$ cat src/rtl/jzjpcc_pkg.sv
// Shared types and constants for the jzjpcc pipeline: writeback source
// select encoding and load funct3 codes.
package jzjpcc_pkg;

    typedef enum logic [1:0] {
        RD_SRC_ALU      = 2'd0,
        RD_SRC_LOAD     = 2'd1,
        RD_SRC_PC_PLUS4 = 2'd2,
        RD_SRC_IMM      = 2'd3
    } rd_source_t;

    localparam logic [2:0] LOAD_LB  = 3'b000;
    localparam logic [2:0] LOAD_LH  = 3'b001;
    localparam logic [2:0] LOAD_LW  = 3'b010;
    localparam logic [2:0] LOAD_LBU = 3'b100;
    localparam logic [2:0] LOAD_LHU = 3'b101;

endpackage

$ cat src/rtl/jzjpcc_load_extract.sv
// Combinational load data extraction: picks the byte/halfword/word out of an
// aligned 32-bit memory word and sign- or zero-extends it.
module jzjpcc_load_extract
    import jzjpcc_pkg::*;
(
    input  logic [2:0]  funct3,
    input  logic [1:0]  offset,
    input  logic [31:0] word,
    output logic [31:0] data,
    output logic        misaligned,
    output logic        illegal
);

    logic [7:0]  byte_sel;
    logic [15:0] half_sel;

    always_comb begin
        byte_sel = word[7:0];
        case (offset)
            2'd0: byte_sel = word[7:0];
            2'd1: byte_sel = word[15:8];
            2'd2: byte_sel = word[23:16];
            2'd3: byte_sel = word[31:24];
            default: byte_sel = word[7:0];
        endcase
        half_sel = offset[1] ? word[31:16] : word[15:0];
    end

    // Misalignment is only reported for supported widths; unsupported
    // encodings report illegal alone.
    always_comb begin
        data       = '0;
        misaligned = 1'b0;
        illegal    = 1'b0;
        case (funct3)
            LOAD_LB:  data = {{24{byte_sel[7]}}, byte_sel};
            LOAD_LBU: data = {24'h000000, byte_sel};
            LOAD_LH: begin
                data       = {{16{half_sel[15]}}, half_sel};
                misaligned = offset[0];
            end
            LOAD_LHU: begin
                data       = {16'h0000, half_sel};
                misaligned = offset[0];
            end
            LOAD_LW: begin
                data       = word;
                misaligned = (offset != 2'd0);
            end
            default: illegal = 1'b1;
        endcase
    end

endmodule

$ cat src/rtl/jzjpcc_writeback.sv
// Writeback stage: registers the memory-stage result, drives the register
// file write port, counts retired instructions and records load faults.
module jzjpcc_writeback
    import jzjpcc_pkg::*;
#(
    parameter logic [31:0] RESET_PC_PLUS4 = 32'h00000004
) (
    input  logic        clock,
    input  logic        reset,
    input  logic        valid_memory,
    input  logic [4:0]  rdAddr_memory,
    input  logic        rdWriteEnable_memory,
    input  logic [1:0]  rdSource_memory,
    input  logic [2:0]  funct3_memory,
    input  logic [31:0] aluResult_memory,
    input  logic [31:0] memReadData_memory,
    input  logic [31:0] pcPlus4_memory,
    input  logic [31:0] immediate_memory,
    input  logic        stall,
    input  logic        flush,
    output logic [4:0]  rdAddr_writebackEnd,
    output logic [31:0] rd_writebackEnd,
    output logic        rdWriteEnable_writebackEnd,
    output logic [63:0] instret,
    output logic        loadMisaligned,
    output logic        loadIllegal
);

    rd_source_t  source;
    logic [31:0] load_data;
    logic        load_misaligned;
    logic        load_illegal;
    logic        is_load;
    logic        live;
    logic        fault;
    logic        write_enable_next;
    logic [31:0] data_next;

    logic        valid_q;
    logic        write_enable_q;
    logic [4:0]  rd_addr_q;
    logic [31:0] data_q;
    logic [31:0] pc_plus4_q;
    logic        pc_select_q;
    logic [63:0] instret_q;
    logic        misaligned_q;
    logic        illegal_q;

    assign source = rd_source_t'(rdSource_memory);

    jzjpcc_load_extract load_extract (
        .funct3     (funct3_memory),
        .offset     (aluResult_memory[1:0]),
        .word       (memReadData_memory),
        .data       (load_data),
        .misaligned (load_misaligned),
        .illegal    (load_illegal)
    );

    // A slot only counts, writes or faults if it is valid and not being flushed.
    assign is_load           = (source == RD_SRC_LOAD);
    assign live              = valid_memory & ~flush;
    assign fault             = is_load & (load_misaligned | load_illegal);
    assign write_enable_next = live & rdWriteEnable_memory
                               & (rdAddr_memory != 5'd0) & ~fault;

    // PC+4 has its own stage register, so it is left out of the data mux.
    always_comb begin
        data_next = '0;
        case (source)
            RD_SRC_ALU:      data_next = aluResult_memory;
            RD_SRC_LOAD:     data_next = load_data;
            RD_SRC_IMM:      data_next = immediate_memory;
            RD_SRC_PC_PLUS4: data_next = '0;
            default:         data_next = '0;
        endcase
    end

    always_ff @(posedge clock) begin
        if (!reset) begin
            valid_q        <= 1'b0;
            write_enable_q <= 1'b0;
            rd_addr_q      <= '0;
            data_q         <= '0;
            pc_plus4_q     <= RESET_PC_PLUS4;
            pc_select_q    <= 1'b0;
            instret_q      <= '0;
            misaligned_q   <= 1'b0;
            illegal_q      <= 1'b0;
        end else if (!stall) begin
            valid_q        <= live;
            write_enable_q <= write_enable_next;
            rd_addr_q      <= rdAddr_memory;
            data_q         <= data_next;
            pc_plus4_q     <= pcPlus4_memory;
            pc_select_q    <= (source == RD_SRC_PC_PLUS4);
            if (live) begin
                instret_q <= instret_q + 64'd1;
            end
            if (live & is_load & load_misaligned) begin
                misaligned_q <= 1'b1;
            end
            if (live & is_load & load_illegal) begin
                illegal_q <= 1'b1;
            end
        end
    end

    assign rdAddr_writebackEnd        = rd_addr_q;
    assign rd_writebackEnd            = pc_select_q ? pc_plus4_q : data_q;
    assign rdWriteEnable_writebackEnd = valid_q & write_enable_q;
    assign instret                    = instret_q;
    assign loadMisaligned             = misaligned_q;
    assign loadIllegal                = illegal_q;

endmodule

$ cat config.mk
export PLATFORM = sky130hd
export DESIGN_NAME = jzjpcc_writeback
export DESIGN_NICKNAME = d
export VERILOG_FILES = /design/src/rtl/jzjpcc_pkg.sv /design/src/rtl/jzjpcc_load_extract.sv /design/src/rtl/jzjpcc_writeback.sv
export SDC_FILE = /design/constraint.sdc
export NUM_CORES = 1
export LEC_CHECK = 0
export BUFFER_PORTS_ARGS = -buffer_cell sky130_fd_sc_hd__clkbuf_2
export CELL_PAD_IN_SITES_DETAIL_PLACEMENT = 1
export CELL_PAD_IN_SITES_GLOBAL_PLACEMENT = 1
export CORE_ASPECT_RATIO = 1.75
export CORE_MARGIN = 5
export CORE_UTILIZATION = 40
export CTS_CLUSTER_DIAMETER = 40
export CTS_CLUSTER_SIZE = 12
export DETAILED_ROUTE_END_ITERATION = 8
export HOLD_SLACK_MARGIN = 0.08
export PLACE_DENSITY_LB_ADDON = 0.08
export SLEW_MARGIN = 5
export SYNTH_ARGS = -nofsm -noshare
export SYNTH_HDL_FRONTEND = slang
export SYNTH_HIERARCHICAL = 1
export SYNTH_SLANG_ARGS = --single-unit
$ cat constraint.sdc
create_clock -name clock -period 3.4 [get_ports clock]
set_input_delay 0.34 -clock clock [delete_from_list [all_inputs] [get_ports clock]]
set_output_delay 0.34 -clock clock [all_outputs]
set_load 0.02 [all_outputs]
; ---- Yosys cells after proc, flatten, opt, wreduce, memory -nomap -nowiden
; Cells that the tools add are included.
[op_classes]
reduce_logical = 10
n_bitwise = 13
n_addsub = 1
n_mux = 7
n_eq_ne = 10
[ops]
columns = op, n
row1 = $pmux 32 s5, 1
row2 = $pmux 32 s4, 1
row3 = $add 64x1->64 const B, 1
row4 = $mux 32, 1
row5 = $pmux 8 s4, 1
row6 = $mux 16, 1
row7 = $and 1x1->1, 9
row8 = $eq 2x2->1 const B, 4
row9 = $eq 3x3->1 const B, 2
row10 = $reduce_and 2->1, 3
row11 = $reduce_bool 5->1, 1
row12 = $reduce_or 5->1, 1
row13 = $eq 2x1->1 const B, 2
row14 = $logic_not 2->1, 2
row15 = $eq 3x1->1 const B, 1
row16 = $eq 3x2->1 const B, 1
row17 = $logic_not 3->1, 1
row18 = $not 1->1, 3
row19 = $pmux 1 s2, 1
row20 = $reduce_bool 2->1, 1
row21 = $reduce_or 2->1, 1
row22 = $mux 1, 1
row23 = $or 1x1->1, 1
[totals]
wordCells = 50
out_inout_bits = 104
register_bits = 138
input_bits = 144

; ---- Longest topological paths before layout
[logic_depth]
ltp_word = 7
mapped_depth = 10
depth_no_buf = 8

; ---- Cells and area by module
; Netlist, hierarchy kept.
[modules_own_cells]
columns = mod, area_each_um2, n_inst, cells_per_inst, seq_area_each_um2
row1 = jzjpcc_writeback, 6731.5, 1, 768, 2762.6
row2 = jzjpcc_load_extract, 817.0, 1, 116, 0.0

; ---- Least setup slack after synthesis
; Ideal clock, no wire load.
[synth_path]
path_kind = register -> register
startpoint = reg instret_q[11] (netlist: instret[11])
endpoint = reg instret_q[62] (netlist: instret[62])
required_time_ps = 3268
stages_incl_launch_ff = 8
arrival_ps = 1925
setup_slack_ps = 1343
synth_period_minus_slack_ps = 2057
cell_sequence = dfxtp_1 nand3_2 nor4_1 nand4_1 buf_2 buf_2 o31ai_1 a21oi_1
[synth_between]
elab_chain_cells = 1
[synth_rtl]
columns = item, line
row1 = "start, declared", jzjpcc_writeback.sv:45  ; logic [63:0] instret_q;
row2 = "start signal, assigned", jzjpcc_writeback.sv:98  ; instret_q <= instret_q + 64'd1;
row3 = $add 64x1->64, jzjpcc_writeback.sv:98
; No other way between the ends.
; A chain may end at the register's enable or synchronous reset.

; ---- Worst setup path after layout
[layout_path]
startpoint = reg instret_q[12] (netlist: instret[12])
endpoint = reg instret_q[46] (netlist: instret[46])
; Same word-level chain as after synthesis.

==> flow_summary.json <==
{
  "outcome": "finished, final reports clean",
  "clock_latency_ps": 430,
  "p_clk_share_pct": 47.4,
  "grt_start_max_net_pins": 88,
  "grt_util_met1_pct": 25.0,
  "fin_ws_ps": 773,
  "p_int_mw": 3.18,
  "final_common_cell": "clkbuf_2",
  "fin_area_um2": 9590,
  "ys_seq_elements": 138,
  "synth_area_um2": 7550,
  "antenna_cells": 0,
  "rows": 66,
  "postLayoutCoreUtil_pct": 51.6,
  "vdd_ir_drop_max_mv": 0.247,
  "finalHoldViolCount": 0,
  "routed_wl_um": 25400,
  "path_clk_slew_ps": 60,
  "htree_levels": 4,
  "grt.busiest_layer": "met2",
  "num_vias": 7316,
  "grt_usage_pct": 23.2,
  "finalClockSkew_ps": 10.3,
  "p_sw_mw": 1.03,
  "synth-seq-area-share_pct": 36.6,
  "r2r_end": "instret[46]$_SDFFE_PN0P_",
  "yosysUniqueCellTypes": 49,
  "finalSetupViolations": 0,
  "drtIter0Drc": 335,
  "finalPower_mw": 4.21,
  "initial_core_util_pct": 40.6,
  "met3_usage_pct": 5.61,
  "antenna_found_initial": 1,
  "cts_resized": 0,
  "power.density_nw_per_um2": 438,
  "die_w_um": 114,
  "hp-start": "pcPlus4_memory[9]",
  "root_buffer": "clkbuf_16",
  "worstMarginPinSlew_ps": 796,
  "numCtsBuffers": 17,
  "die_area_um2": 21800,
  "post-route-period-util_pct": 77.3,
  "seqPwrFrac_pct": 40.2,
  "synth_edf_count": 0,
  "syn_nets": 1029,
  "path_max_fanout": 12,
  "setup_tns_ps": 0,
  "core_area_um2": 18600,
  "rr_startpoint": "instret[12]$_SDFFE_PN0P_",
  "startpoint_type": "flip-flop",
  "drc": 0,
  "maxCapViolations": 0,
  "grt-ovfl-total": 0,
  "synth.avg_cell_area_um2": 8.54,
  "finalMaxSlewViolations": 0,
  "cts_hold_buf": 0,
  "swShare_pct": 24.5,
  "tritoncts": "done",
  "grt_pass1_wl_um": 40000,
  "rrSetupSlack_ps": 770,
  "place.detailed.hpwl_um": 19700,
  "drt-wirelength-per-cell_um": 18.7,
  "dp_worst_setup_slack_ps": 594,
  "relSlewSlack_pct": 46.9,
  "synth-main-ff-cell": "dfxtp_1",
  "chipHeight_um": 192,
  "worstPathArrival_ps": 2980,
  "ys_async_sr_fraction_pct": 0,
  "n_fill_cell": 2339,
  "clockBufferDepth": 2,
  "critPathRequiredTime_ps": 3750,
  "mostFrequentLayoutCells": "clkbuf_2 (246), dfxtp_1 (138), nor2_1 (123)",
  "rsz0062_at_grt": "no",
  "gp_congestion": 0.926,
  "crit_type": "flip-flop to flip-flop",
  "cts.sinks": 138,
  "postSynthCellCount": 884,
  "max_freq_mhz": 381,
  "post_route_cells_drive_above_1_share_pct": 31.9,
  "min_to": "pc_plus4_q[9]$_SDFFE_PN0N_",
  "antenna_left": 0,
  "hold_path.class": "input port to flip-flop",
  "combPwrFrac_pct": 12.4,
  "reg2regPathDepth": 6,
  "power.leakage_nw": 4.25,
  "final_nets": 1253,
  "synthToLayoutAreaGrowth_pct": 27.1,
  "via_per_inst": 5.38,
  "portBuffers": 247,
  "met2_usage_pct": 43.3,
  "min_path_cells": 3,
  "place_area_um2": 8950,
  "grt_pass1_vias": 7626,
  "crit_path_end_kind": "flip-flop",
  "drt_pass1_iterations": 4,
  "ioPinCount": 248,
  "fin_crit_ps": 2630,
  "post-cts-setup-buffers": 0,
  "ys_warn_count": 6
}
[cells by family after synthesis]
group           count (synthesis)  synth area share, %
compound gates                142                 10.9
buf+inv                        62                 3.56
simple gates                  352                 23.3
flops                         138                 36.6
fa+ha+maj                       1                0.166
mux                           156                 21.6
xor+xnor                       33                 3.83
[cell usage after synthesis, types with 3 or more instances]
master	n	area, µm²
dfxtp_1	138	2760
nor2_1	123	462
mux2i_1	108	1080
nand2_1	89	334
o21ai_0	64	320
mux2_2	46	518
a21oi_1	35	175
clkbuf_1	35	131
nand4_1	26	163
or3_1	26	163
nand3_1	22	110
xor2_1	21	184
a211oi_1	16	120
xnor2_1	12	105
a22oi_1	9	67.6
buf_1	9	33.8
nor4_1	9	56.3
and3_1	8	50.1
nor3_1	8	40.0
o21ai_1	8	40.0
or4_1	7	52.6
and2_1	6	37.5
inv_1	6	22.5
o31ai_1	6	45.0
buf_2	5	25.0
buf_4	4	30.0
or2_2	4	25.0
nor3b_1	3	22.5
[registers in the layout (all words and copies together), names as in the netlist]
name,flops
loadMisaligned,1
instret,64
valid_q,1
write_enable_q,1
pc_plus4_q,32
data_q,32
pc_select_q,1
loadIllegal,1
rdAddr_writebackEnd,5
[how the worst max path moves through the flow]
stage / slack [ps] / cells after the start / start / to
CTS: 730 / 6 / instret[12]$_SDFFE_PN0P_ / instret[46]$_SDFFE_PN0P_
global placement: 660 / 7 / stall / instret[52]$_SDFFE_PN0P_
detailed placement: 590 / 7 / stall / instret[48]$_SDFFE_PN0P_
finish: 770 / 6 / instret[12]$_SDFFE_PN0P_ / instret[46]$_SDFFE_PN0P_
global route: 630 / 6 / instret[8]$_SDFFE_PN0P_ / instret[46]$_SDFFE_PN0P_
floorplan: 1340 / 7 / instret[11]$_SDFFE_PN0P_ / instret[62]$_SDFFE_PN0P_
[routing by layer]
metal / share of wire [%] / vias up / wire [µm]
li1: - / 3591 / -
met1: 38 / 3490 / 9660
met2: 54 / 200 / 13900
met3: 5.3 / 35 / 1340
met4: 2.3 / 0 / 585
met5: 0 / - / 0
[worst max-delay path: stages (launching register included)]
cell     delay, ps
dfxtp_1        420
nand3_2        220
nor4_1         540
nand4_1        510
buf_4          360
or3_1          360
a21oi_1        150
[cell type report]
cell class	count	area (µm²)	share of cell area [%]
clock buffer	21	470	4.90
clock inverter	11	168	1.75
inverter	7	28.8	0.300
multi-input combinational	684	4520	47.1
sequential	138	2760	28.8
tap	238	298	3.10
timing repair buffer	260	1350	14.1
[through the flow]
| stage | std cells | hold WS, ps |
|---|---|---|
| global placement | 1327 | 451 |
| detailed placement | 1327 | 464 |
| global route | 1359 | 141 |
| floorplan | 884 | 402 |
| finish | 1359 | 150 |
| CTS | 1359 | 134 |
[power by group through the flow]
stage          registers [mW]  clock network [mW]  logic, mW
6_report                 1.69                1.99      0.520
5_1_grt                  1.70                2.12      0.571
4_1_cts                  1.69                2.05      0.526
3_5_place_dp             1.73                   0      0.524
3_3_place_gp             1.73                   0      0.518
2_1_floorplan            1.72                   0      0.326
No activity file was read; power rests on OpenSTA's default activity.
